[config.mk]
export PLATFORM = sky130hd
export DESIGN_NAME = div_share_arbiter
export DESIGN_NICKNAME = d
export VERILOG_FILES = /design/src/rtl/div_share_arbiter.sv
export SDC_FILE = /design/constraint.sdc
export NUM_CORES = 1
export LEC_CHECK = 0
export BUFFER_PORTS_ARGS = -buffer_cell sky130_fd_sc_hd__buf_2
export CAP_MARGIN = 0
export CORE_AREA = 2 2 188 190
export CTS_CLUSTER_SIZE = 40
export DETAILED_ROUTE_END_ITERATION = 12
export DIE_AREA = 0 0 190 192
export PLACE_DENSITY = 0.59
export SYNTH_ARGS = -nofsm -noshare
export SYNTH_HDL_FRONTEND = slang
export SYNTH_SLANG_ARGS = --single-unit
[constraint.sdc]
create_clock -name clk -period 4.1 [get_ports clk]
set_input_delay 0.82 -clock clk [delete_from_list [all_inputs] [get_ports clk]]
set_output_delay 0.82 -clock clk [all_outputs]
set_load 0.005 [all_outputs]
[src/rtl/div_share_arbiter.sv]
// Round-robin front end sharing one Goldschmidt divider among NREQ requesters.
// Optional divider watchdog enabled by defining DIV_SHARE_TIMEOUT_EN.
module div_share_arbiter #(
  parameter int FPWID   = 32,
  parameter int NREQ    = 4,
  parameter int IDW     = 2,
  parameter int TIMEOUT = 64
) (
  input  logic                   clk,
  input  logic                   rst,
  input  logic [NREQ-1:0]        req,
  input  logic [NREQ*FPWID-1:0]  req_a,
  input  logic [NREQ*FPWID-1:0]  req_b,
  output logic [NREQ-1:0]        ack,
  output logic                   div_ld,
  output logic [FPWID-1:0]       div_a,
  output logic [FPWID-1:0]       div_b,
  input  logic [2*FPWID-1:0]     div_q,
  input  logic [7:0]             div_lzcnt,
  input  logic                   div_done,
  output logic                   resp_valid,
  input  logic                   resp_ready,
  output logic [IDW-1:0]         resp_id,
  output logic [2*FPWID-1:0]     resp_q,
  output logic [7:0]             resp_lzcnt,
  output logic                   resp_dvz,
  output logic                   resp_err
);

  typedef enum logic [1:0] {S_IDLE, S_LOAD, S_WAIT, S_RESP} state_t;

  state_t               r_state;
  state_t               w_state_next;
  logic [IDW-1:0]       r_last;
  logic [IDW-1:0]       r_id;
  logic [FPWID-1:0]     r_div_a;
  logic [FPWID-1:0]     r_div_b;
  logic                 r_resp_valid;
  logic [2*FPWID-1:0]   r_resp_q;
  logic [7:0]           r_resp_lzcnt;
  logic                 r_resp_dvz;
  logic                 w_any;
  logic [IDW-1:0]       w_win;
  logic [IDW-1:0]       w_scan_idx;
  logic                 w_tmo;
  logic [FPWID-1:0]     w_a [NREQ];
  logic [FPWID-1:0]     w_b [NREQ];

  for (genvar gi = 0; gi < NREQ; gi++) begin : g_unpack
    assign w_a[gi] = req_a[gi*FPWID +: FPWID];
    assign w_b[gi] = req_b[gi*FPWID +: FPWID];
  end

  // Scan starts one past the previous winner so every requester gets a turn.
  always_comb begin
    w_any      = 1'b0;
    w_win      = '0;
    w_scan_idx = '0;
    for (int k = 1; k <= NREQ; k++) begin
      w_scan_idx = IDW'((int'(r_last) + k) % NREQ);
      if (!w_any && req[w_scan_idx]) begin
        w_any = 1'b1;
        w_win = w_scan_idx;
      end
    end
  end

`ifdef DIV_SHARE_TIMEOUT_EN
  localparam int CW = $clog2(TIMEOUT) + 1;
  logic [CW-1:0] r_cnt;
  logic [CW-1:0] w_cnt_next;
  logic          r_resp_err;

  assign w_cnt_next = r_cnt + 1'b1;
  assign w_tmo      = (w_cnt_next == CW'(TIMEOUT - 1));
  assign resp_err   = r_resp_err;
`else
  assign w_tmo      = 1'b0;
  assign resp_err   = 1'b0;
`endif

  always_comb begin
    w_state_next = r_state;
    ack          = '0;
    div_ld       = 1'b0;
    case (r_state)
      S_IDLE: begin
        if (w_any && !rst) begin
          ack[w_win]   = 1'b1;
          w_state_next = (w_b[w_win] == '0) ? S_RESP : S_LOAD;
        end
      end
      S_LOAD: begin
        div_ld       = 1'b1;
        w_state_next = S_WAIT;
      end
      S_WAIT: begin
        if (div_done || w_tmo) w_state_next = S_RESP;
      end
      S_RESP: begin
        if (resp_ready) w_state_next = S_IDLE;
      end
      default: w_state_next = S_IDLE;
    endcase
  end

  always_ff @(posedge clk) begin
    if (rst) begin
      r_state      <= S_IDLE;
      r_last       <= IDW'(NREQ - 1);
      r_id         <= '0;
      r_div_a      <= '0;
      r_div_b      <= '0;
      r_resp_valid <= 1'b0;
      r_resp_q     <= '0;
      r_resp_lzcnt <= '0;
      r_resp_dvz   <= 1'b0;
`ifdef DIV_SHARE_TIMEOUT_EN
      r_cnt        <= '0;
      r_resp_err   <= 1'b0;
`endif
    end else begin
      r_state <= w_state_next;
      case (r_state)
        S_IDLE: begin
          if (w_any) begin
            r_div_a <= w_a[w_win];
            r_div_b <= w_b[w_win];
            r_id    <= w_win;
            r_last  <= w_win;
            // A zero divisor is answered directly, the divider stays idle.
            if (w_b[w_win] == '0) begin
              r_resp_valid <= 1'b1;
              r_resp_dvz   <= 1'b1;
              r_resp_q     <= '1;
              r_resp_lzcnt <= '0;
            end
          end
        end
        S_LOAD: begin
`ifdef DIV_SHARE_TIMEOUT_EN
          r_cnt <= '0;
`endif
        end
        S_WAIT: begin
          if (div_done) begin
            r_resp_valid <= 1'b1;
            r_resp_q     <= div_q;
            r_resp_lzcnt <= div_lzcnt;
          end
`ifdef DIV_SHARE_TIMEOUT_EN
          else if (w_tmo) begin
            r_resp_valid <= 1'b1;
            r_resp_err   <= 1'b1;
            r_resp_q     <= '0;
            r_resp_lzcnt <= '0;
          end else begin
            r_cnt <= w_cnt_next;
          end
`endif
        end
        S_RESP: begin
          if (resp_ready) begin
            r_resp_valid <= 1'b0;
            r_resp_dvz   <= 1'b0;
`ifdef DIV_SHARE_TIMEOUT_EN
            r_resp_err   <= 1'b0;
`endif
          end
        end
        default: ;
      endcase
    end
  end

  assign div_a      = r_div_a;
  assign div_b      = r_div_b;
  assign resp_valid = r_resp_valid;
  assign resp_id    = r_id;
  assign resp_q     = r_resp_q;
  assign resp_lzcnt = r_resp_lzcnt;
  assign resp_dvz   = r_resp_dvz;

endmodule

-- After elaboration in Yosys (flattened, before gate mapping)
Cells that the tools add are included.
- flip-flop bits (word level): 144
- logic and storage cells: 94
- output and inout port bits: 146
- bits of input ports: 336
- reduce and logical (&&, ||, !) cells: 19
- magnitude comparators: 7
- equal/unequal tests: 8
- muxes and demuxes: 46
- add/sub/neg operators: 4
- bitwise logic cells: 1
- operator list (operator ; count):
    $mux W64 ; 3
    $bmux W32 S2 ; 2
    $mux W32 ; 4
    $pmux W64 S2 ; 1
    $logic_not A32 Y1 ; 1
    $mux W8 ; 3
    $mux W2 ; 8
    $pmux W8 S2 ; 1
    $lt A2 B3 Y1 const B ; 5
    $mux W1 ; 14
    $ne A2 B2 Y1 const B ; 5
    $bmux W1 S2 ; 4
    $mux W4 ; 2
    $pmux W2 S4 ; 1
    $reduce_and A4 Y1 ; 2
    $logic_and A1 B1 Y1 ; 5
    $reduce_and A5 Y1 ; 1
    $add A2 B1 Y2 const B ; 2
    $add A2 B2 Y2 const B ; 2
    $eq A2 B2 Y1 const B ; 2
    $logic_not A1 Y1 ; 4
    $reduce_bool A2 Y1 ; 2
    $ge A3 B3 Y1 const B ; 1
    $not A2 Y3 ; 1
    9 further kinds ; 9

-- Depth between registers and ports, before layout
Gate-level depths: netlist (run 1).
- depth in word-level cells: 21
- mapped depth: 13
- mapped depth without buffers: 9

-- Worst setup path after synthesis (run 1)
Ideal clock, no wire load.
- path kind: in2reg
- from: in req[1]
- to: reg r_resp_q[27], in the netlist resp_q[27]
- data arrival time: 3264 ps
- buffers on the path: 3
- path slack: 699 ps
- cell stages on the path: 12
- data required time: 3963 ps
- library setup time: 137 ps
- cell sequence: nor2_1 > o22a_1 > buf_2 > nand2_2 > buf_2 > a211o_1 > a22oi_1 > nand4_1 > or4_4 > o21ai_4 > buf_2 > a221oi_1
- longest elaborated chain between the ends: 19
- elaborated cells between the ends (all ways): 30
- classes of those cells: 2 x eq/ne; 19 x mux; 1 x bitwise; 8 x reduce/logical
- ends and longest elaborated chain (item ; line ; text):
    start, declared ; 11 ; input logic [NREQ-1:0] req,
    $bmux W1 S2 ; 61 ; if (!w_any && req[w_scan_idx]) begin
    $mux W1 (implied by the code) ; 61 ;
    $mux W1 ; 61 ;
    $logic_not A1 Y1 ; 61 ;
    $logic_and A1 B1 Y1 ; 61 ;
    $mux W1 ; 61 ;
    $logic_not A1 Y1 ; 61 ;
    $logic_and A1 B1 Y1 ; 61 ;
    (+2 left out) ; -- ;
    $logic_and A1 B1 Y1 ; 61 ;
    $mux W2 ; 61 ;
    $not A2 Y3 (implied by the code) ; 132 ; if (w_b[w_win] == '0) begin
    $bmux W32 S2 ; 132 ;
    $mux W32 (implied by the code) (2 in a row) ; 132 ;
    $logic_not A32 Y1 ; 132 ;
    $ne A2 B2 Y1 (no line) ; -- ;
    $reduce_and A4 Y1 (no line) (*) ; -- ;
    end signal, assigned ; 148 ; r_resp_q <= div_q;
    end, declared ; 39 ; logic [2*FPWID-1:0] r_resp_q;
Every way passes the cells marked *; elsewhere a longest branch is shown, timed or not. The select of a mux whose other input is x is not followed.
A chain may end at the register's enable or synchronous reset.

-- Final worst setup path (run 1)
- from: in req[2]
- to: out ack[3]
- longest elaborated chain between the ends: 18
- elaborated cells between the ends (all ways): 30
- classes of those cells: 2 x order compare; 20 x mux; 8 x reduce/logical
- ends and longest elaborated chain (item ; line ; text):
    $bmux W1 S2 ; 61 ;
    $mux W1 (implied by the code) ; 61 ;
    $mux W1 ; 61 ;
    $logic_not A1 Y1 ; 61 ;
    $logic_and A1 B1 Y1 ; 61 ;
    $mux W1 ; 61 ;
    $logic_not A1 Y1 ; 61 ;
    $logic_and A1 B1 Y1 ; 61 ;
    (+2 left out) ; -- ;
    $logic_and A1 B1 Y1 ; 61 ;
    $mux W2 ; 61 ;
    $lt A2 B3 Y1 (implied by the code) or $ge A2 B1 Y1 (tied branches) ; 89 ; ack[w_win] = 1'b1;
    $logic_and A1 B1 Y1 (implied by the code) ; 89 ;
    $mux W1 (implied by the code) ; 89 ;
    $demux W1 S2 ; 89 ;
    $mux W4 (*) ; 88 ; if (w_any && !rst) begin
    $mux W4 (*) ; 86 ; case (r_state)
    end, declared ; 14 ; output logic [NREQ-1:0] ack,
Marked as above.

==> results.toml, run 1 <==
[place]
hpwl_um = 27700
portBuffers = 480
gp_congestion = 0.970
place_area_sq_um = 11300

[sta]
finalClockSkew_ns = 0.0107
hold_viol_final = 0
maxSlewViolCount = 0
final-setup-viol-count = 0
holdWs_ns = 0.452
grt_setup_unrepaired = "false"
max_freq_mhz = 260
fin_crit_sh_pct = 93.8
setup_tns_ns = 0
slew_headroom_pct = 29.2
worstMarginPinSlew_ns = 1.06
post-route-min-period_ns = 3.85

[route]
drt-vias-per-instance = 4.88
postRouteAntennaNets = 0
num_vias = 10200
detail_route.wl_per_cell_um = 17.6
wl_um = 36800
drt_first_iter_violations = 512
drc = 0
drt_first_pass_iters = 7

[logic_synthesis]
syn_avg_cell_area_sq_um = 7.00
synth-warning-count = 0
synth_cell_types = 41
ys_async_sr_fraction_pct = 0
ys_ff_latch = 144
syn_area_sq_um = 8450
synth_fp_nets = 1548
yosysSeqAreaShare_pct = 34.1
synthCells = 1208
synth_edf_count = 0
synthFlopType = "dfxtp_1"

[setup_path]
critPathSlowestCell = "buf_4"
cp_top_family = "compound AO/OA/AOI/OAI gates"
cp_cell_sequence = "buf_2, nand2b_1, a21boi_0, o21ba_4, buf_4, nor4_1, buf_2"
cp_max_fo = 66
crit_required_ns = 3.28
path_class = "in -> out"
end_kind = "output pin"
slowest_delay_ns = 0.61
crit_arrival_ns = 3.03
crit_path_start_kind = "input pin"
crit_top_cell = "buf_2"
crit_buf_inv = 3

[clocking]
clk_latency_ns = 0.44
cts_resized = 0
cts_setup_buffers = 0
clock_path_buffers = 2
cts_tree = "built"
cts_hold_buffers = 0
clkSinkCount = 144
h-tree-depth = 4
cts_root_buf = "clkbuf_16"
clk_transition_reported_paths_ns = 0.06
cts_buffers = 17

[run_status]
outcome = "finished, final reports clean"

[die]
die_area_sq_um = 36500
coreArea_sq_um = 34300
io_pins = 482
fp.dieH_um = 192
die_w_um = 190
floorplan.initialDensity_pct = 24.7
rows = 68

[cells_and_area]
final_common_cell = "buf_2"
drive_gt1_share_pct = 34.5
areaGrowthSynthToFinish_pct = 42.3
final_cell_mix = "480 x buf_2, 244 x nand2_1, 144 x dfxtp_1"
nets = 1964
fillCellCount = 3705
fin_util_pct = 35.1
fin_area_sq_um = 12000

[hold_path]
min_path_type = "reg -> reg"

[grt]
antenna_found_initial = 6
grt_pass1_vias = 9669
grt.total_usage_pct = 19.4
grt_pass1_wl_um = 54600
overflow = 0
grt_max_degree = 109

[power]
power_uw = 7750
ir_drop_v = 0.000313
cellLeakagePower_uw = 0.00619
p_per_area_nw_per_um2 = 644

[run]
drv_cap = 0
## logic make-up after synthesis
logic type / count (synthesis) / synth area share (%)
and+or+nand+nor: 497 / 27.7
AOI/OAI and AO/OA: 318 / 26.2
buffers and inverters: 242 / 11.2
DFF: 144 / 34.1
adders and majority gates: 4 / 0.592
muxes: 2 / 0.237
other: 1 / 0.0444
## registers in the layout, summed over array words and instances (netlist names), 2 cells and up
signal,cells
resp_q,64
r_last,2
resp_id,2
resp_lzcnt,8
r_state,2
div_b,32
div_a,32
## power breakdown
group	leakage [uW]	total [uW]	internal (uW)	switching, uW
clock	0.000321	1800	1140	663
sequential	0.00118	2150	1870	274
combinational	0.00469	3810	1540	2270
## cells in the mapped netlist, types with 2 or more instances
cell type    n  share of area (%)
and3_1      64                4.7
nand3_1    100                5.9
nand2b_1    11               0.81
nor3_1       3               0.18
a22oi_1     16                1.4
nand2_1    245                 11
buf_1        6               0.27
and2_1      34                2.5
a221oi_1    64                6.6
a21oi_1     47                2.8
nor4_1       6               0.44
ha_1         4               0.59
mux2i_1      2               0.24
buf_2        8               0.47
a211o_1     65                6.7
nand4_1      4               0.30
nor2_1      16               0.71
dfxtp_1    144                 34
buf_4        7               0.62
nand3b_1     7               0.62
a31o_2      14                1.5
nor2b_1      4               0.30
inv_1      132                5.9
o21ai_0    101                6.0
clkbuf_1    88                3.9
## final cells by class
cell class / instances / area, sq um / share of cell area, %
Antenna cell: 5 / 12.5 / 0.104
Clock buffer: 21 / 470 / 3.91
Clock inverter: 11 / 200 / 1.66
Inverter: 133 / 499 / 4.15
Multi-Input combinational cell: 822 / 4700 / 39.1
Sequential cell: 144 / 2880 / 24.0
Tap cell: 455 / 569 / 4.73
Timing Repair Buffer: 506 / 2700 / 22.4
## worst paths after layout
path | end | cells after the start | from | slack (ns)
setup / recovery | ack[3] | 7 | req[2] | 0.25
hold / removal | div_a[1] | 2 | div_a[1] | 0.45
setup reg to reg | resp_q[60] | 10 | r_last[1] | 0.56
hold reg to reg | div_a[1] | 2 | div_a[1] | 0.45
## layer usage
layer	wire, um	up-vias	track usage, %
met4	1260	0	8.71
met5	0	-	0
li1	-	4999	-
met3	2880	56	5.46
met1	15100	4768	22.9
met2	17600	414	32.6
## worst register-to-register path, delay by kind of cell, from the launching register on
family	cells	cell delay [ns]
AOI/OAI and AO/OA	6	1.77
buffers and inverters	1	0.24
DFF	1	0.39
and+or+nand+nor	3	1.01
## through the flow
| stage | setup slack, ns | std cells |
|---|---|---|
| final | 0.253 | 2097 |
| after global routing | 0.110 | 2096 |
| after CTS | 0.302 | 2092 |
| after detailed placement | -0.00269 | 2060 |
| after global placement | 0.0948 | 2060 |
| after floorplan | 0.699 | 1208 |
No activity file was read; power rests on OpenSTA's default activity.
==> inputs of run 2 (changes only) <==
--- a/config.mk
+++ b/config.mk
@@ -7,11 +7,11 @@
 export LEC_CHECK = 0
 export BUFFER_PORTS_ARGS = -buffer_cell sky130_fd_sc_hd__buf_2
 export CAP_MARGIN = 0
-export CORE_AREA = 2 2 188 190
-export CTS_CLUSTER_SIZE = 40
+export CORE_AREA = 2 2 189 191
+export CTS_BUF_LIST = sky130_fd_sc_hd__clkbuf_4 sky130_fd_sc_hd__clkbuf_8
 export DETAILED_ROUTE_END_ITERATION = 12
-export DIE_AREA = 0 0 190 192
-export PLACE_DENSITY = 0.59
+export DIE_AREA = 0 0 191 193
+export PLACE_DENSITY = 0.58
 export SYNTH_ARGS = -nofsm -noshare
 export SYNTH_HDL_FRONTEND = slang
 export SYNTH_SLANG_ARGS = --single-unit
==> constraint.sdc (replaced) <==
create_clock -name clk -period 4.9 [get_ports clk]
set_input_delay 0.98 -clock clk [delete_from_list [all_inputs] [get_ports clk]]
set_output_delay 0.98 -clock clk [all_outputs]
set_load 0.005 [all_outputs]
==> results.toml, run 2 (synthesized netlist as in run 1, its figures left out) <==
[sta]
maxSlewViolCount = 0
fin_crit_sh_pct = 86.0
worstMarginPinSlew_ns = 1.17
final-setup-viol-count = 0
finalClockSkew_ns = 0.0242
slew_headroom_pct = 22.3
setup_tns_ns = 0
post-route-min-period_ns = 4.21
max_freq_mhz = 237
grt_setup_unrepaired = "false"
hold_viol_final = 0
holdWs_ns = 0.453

[place]
hpwl_um = 27300
placedCellCount = 2054
gp_congestion = 0.961
portBuffers = 480

[clocking]
cts_tree = "built"
cts_resized = 0
cts_buffers = 17
clk_latency_ns = 0.49
clkSinkCount = 144
clock_path_buffers = 2
cts_setup_buffers = 0
cts_hold_buffers = 0
clk_transition_reported_paths_ns = 0.08
h-tree-depth = 4
cts_root_buf = "clkbuf_8"

[grt]
overflow = 0
grt_pass1_wl_um = 54000
antenna_found_initial = 4
grt_max_degree = 72
grt.total_usage_pct = 19.0
grt_pass1_vias = 9574

[run]
drv_cap = 0

[cells_and_area]
final_common_cell = "buf_2"
drive_gt1_share_pct = 34.0
areaGrowthSynthToFinish_pct = 37.2
instances_no_fill = 2090
nets = 1952
fillCellCount = 3822
final_cell_mix = "480 x buf_2, 244 x nand2_1, 144 x dfxtp_1"
largest_register_ffs = 64

[die]
floorplan.initialDensity_pct = 24.2
fp.dieH_um = 193
die_area_sq_um = 36900
die_w_um = 191
coreArea_sq_um = 35000
io_pins = 482
rows = 69

[setup_path]
crit_start = "req[2]"
crit_arrival_ns = 3.23
end_kind = "output pin"
path_class = "in -> out"
crit_path_start_kind = "input pin"
cp_max_fo = 65
crit_required_ns = 3.92
rr_startpoint = "r_last[1]"

[power]
cellLeakagePower_uw = 0.00599
p_per_area_nw_per_um2 = 507
power_uw = 5890
ir_drop_v = 0.000292

[route]
wl_um = 36700
num_vias = 10200
postRouteAntennaNets = 0
drt_first_iter_violations = 492
detail_route.wl_per_cell_um = 17.5
drt_first_pass_iters = 5
drc = 0
drt-vias-per-instance = 4.90

[hold_path]
worst_hold_startpoint = "div_a[25]"
min_path_type = "reg -> reg"

[run_status]
outcome = "finished, final reports clean"
[run 2: cell types whose count changed in the layout (fill, tap and decap cells not counted), sizes merged]
cell / previous run / this run
bufinv: 5 / 2
inv: 135 / 138
buf: 506 / 494
clkinvlp: 2 / 1
diode: 5 / 4
clkbuf: 21 / 18
clkinv: 2 / 6
[run 2: layout make-up]
type | instances | area, sq um | share of cell area (%)
sequential | 144 | 2880 | 24.8
multi-input combinational | 822 | 4700 | 40.5
antenna | 4 | 10.0 | 0.0863
clock buffer | 18 | 248 | 2.14
clock inverter | 14 | 154 | 1.33
inverter | 133 | 499 | 4.30
tap | 461 | 577 | 4.97
timing repair buffer | 494 | 2530 | 21.8
[run 2: through the flow]
stage | area [sq um] | util, % | setup WS, ns
global placement | 11200 | 32.0 | 0.687
floorplan | 8450 | - | 1.33
CTS | 11600 | 33.2 | 0.671
global route | 11600 | 33.2 | 0.558
finish | 11600 | 33.2 | 0.688
detailed placement | 11200 | 32.0 | 0.481
[run 2: routing by layer]
layer | share of wire, % | vias to the layer above | global-route usage, %
met5 | 0.035 | - | 0
met4 | 3.7 | 2 | 9.33
met3 | 8.7 | 63 | 5.74
met2 | 48 | 433 | 32.0
met1 | 40 | 4754 | 22.0
li1 | - | 4982 | -
[run 2: critical path: stages]
cell	delay [ns]
buf_2	0.12
nand2b_1	0.15
a21boi_0	0.19
o21bai_4	0.74
buf_4	0.64
nor4_1	0.15
buf_2	0.17
[run 2: worst paths after layout]
| path | slack, ns | depth (start not counted) | to |
|---|---|---|---|
| worst min-delay path | 0.45 | 2 | div_a[25] |
| worst max register to register | 1.16 | 11 | resp_q[53] |
| worst max-delay path | 0.69 | 7 | ack[0] |
| worst min register to register | 0.45 | 2 | div_a[25] |
[run 2: power breakdown]
group | switching, uW | internal, uW
Clock | 536 | 475
Combinational | 1880 | 1200
Sequential | 231 | 1560
==> inputs of run 3 (changes only) <==
--- a/config.mk
+++ b/config.mk
@@ -7,11 +7,11 @@
 export LEC_CHECK = 0
 export BUFFER_PORTS_ARGS = -buffer_cell sky130_fd_sc_hd__buf_2
 export CAP_MARGIN = 0
-export CORE_AREA = 2 2 189 191
+export CORE_AREA = 2 2 186 188
 export CTS_BUF_LIST = sky130_fd_sc_hd__clkbuf_4 sky130_fd_sc_hd__clkbuf_8
 export DETAILED_ROUTE_END_ITERATION = 12
-export DIE_AREA = 0 0 191 193
-export PLACE_DENSITY = 0.58
+export DIE_AREA = 0 0 188 190
+export PLACE_DENSITY = 0.6
 export SYNTH_ARGS = -nofsm -noshare
 export SYNTH_HDL_FRONTEND = slang
 export SYNTH_SLANG_ARGS = --single-unit
==> constraint.sdc (replaced) <==
create_clock -name clk -period 4.3 [get_ports clk]
set_input_delay 0.86 -clock clk [delete_from_list [all_inputs] [get_ports clk]]
set_output_delay 0.86 -clock clk [all_outputs]
set_load 0.005 [all_outputs]
==> results.toml, run 3 (synthesized netlist as in run 1, its figures left out) <==
[clocking]
clk_latency_ns = 0.48
cts_hold_buffers = 0
clock_path_buffers = 2
cts_setup_buffers = 0
cts_buffers = 17
cts_tree = "built"
cts_resized = 0
clkSinkCount = 144
h-tree-depth = 4
clk_transition_reported_paths_ns = 0.08
cts_root_buf = "clkbuf_8"

[cells_and_area]
multi_input_area_sq_um = 4700
nets = 1963
fillCellCount = 3671
drive_gt1_share_pct = 34.5
fin_area_sq_um = 11700
final_common_cell = "buf_2"
areaGrowthSynthToFinish_pct = 38.6
ff_latch_area_sq_um = 2880
largest_register_ffs = 64
final_cell_mix = "480 x buf_2, 244 x nand2_1, 144 x dfxtp_1"

[place]
hpwl_um = 28500
gp_congestion = 0.952
place_area_sq_um = 11300
portBuffers = 480

[route]
postRouteAntennaNets = 0
drt_first_pass_iters = 5
detail_route.wl_per_cell_um = 18.0
drc = 0
drt-vias-per-instance = 4.91
wl_um = 37800
num_vias = 10300
drt_first_iter_violations = 625

[sta]
maxSlewViolCount = 0
worstMarginPinSlew_ns = 1.14
fin_crit_sh_pct = 90.8
grt_setup_unrepaired = "false"
hold_viol_final = 0
final-setup-viol-count = 0
setup_tns_ns = 0
slew_headroom_pct = 24.3
holdWs_ns = 0.454
post-route-min-period_ns = 3.90
finalClockSkew_ns = 0.0183
max_freq_mhz = 256

[hold_path]
timing.hold.worst_endpoint = "div_a[17]"
worst_hold_startpoint = "div_a[17]"
min_path_type = "reg -> reg"
whs_path_depth = 2

[power]
p_per_area_nw_per_um2 = 587
cellLeakagePower_uw = 0.00605
ir_drop_v = 0.000250

[die]
fp.dieH_um = 190
rows = 68
die_w_um = 188
coreArea_sq_um = 33900
io_pins = 482
floorplan.initialDensity_pct = 24.9
die_area_sq_um = 35700

[setup_path]
crit_required_ns = 3.44
ff2ff_path_depth = 12
cp_max_fo = 66
path_class = "in -> out"
crit_arrival_ns = 3.04
end_kind = "output pin"
r2r-end = "resp_q[2]"
rr_startpoint = "r_last[1]"
rrSetupSlack_ns = 0.57
crit_path_start_kind = "input pin"

[grt]
grt.total_usage_pct = 20.5
grt_max_degree = 77
overflow = 0
grt_pass1_vias = 9860
grt_pass1_wl_um = 56800
antenna_found_initial = 5

[run_status]
outcome = "finished, final reports clean"

[run]
drv_cap = 0
run 3: area by class of cell:
cell class	instances	area share, %
tap	455	4.86
clock buffer	18	2.06
inverter	133	4.26
sequential	144	24.6
antenna	6	0.128
timing repair buffer	505	22.5
multi-input combinational	822	40.1
clock inverter	14	1.45
run 3: per-layer routing:
metal | GRT usage, % | part of all wire, %
met3 | 6.60 | 7.9
met1 | 24.0 | 41
met5 | 0 | 0
met2 | 34.7 | 48
met4 | 8.24 | 3.1
run 3: power breakdown:
group | switching, uW | total, uW | internal (uW)
Sequential | 270 | 2050 | 1780
Clock | 631 | 1170 | 544
Combinational | 2230 | 3650 | 1420
Total | 3130 | 6880 | 3750
run 3: worst max-delay path by stage:
stage              start          to  slack [ns]  depth (start not counted)
6_report          req[2]      ack[3]        0.40                          7
5_1_grt        r_last[1]      ack[3]        0.26                          6
4_1_cts        r_last[1]      ack[3]        0.41                          6
3_5_place_dp      req[2]  resp_q[51]        0.02                         13
3_3_place_gp      req[2]  resp_q[55]        0.11                         13
2_1_floorplan     req[1]  resp_q[27]        0.86                         12
run 3: metrics by stage:
| step | util, % | worst slack, ns | cells | power, uW |
|---|---|---|---|---|
| global placement | 33.3 | 0.113 | 2059 | 5710 |
| CTS | 34.5 | 0.409 | 2091 | 6960 |
| detailed placement | 33.3 | 0.0173 | 2059 | 5760 |
| finish | 34.5 | 0.398 | 2097 | 6880 |
| floorplan | - | 0.859 | 1208 | 4250 |
| global route | 34.5 | 0.258 | 2095 | 7440 |
run 3: critical path: stages:
cell	delay, ns
buf_2	0.12
nand2b_1	0.12
a21boi_0	0.45
o21ba_4	0.51
buf_4	0.64
nor4_1	0.13
buf_2	0.16
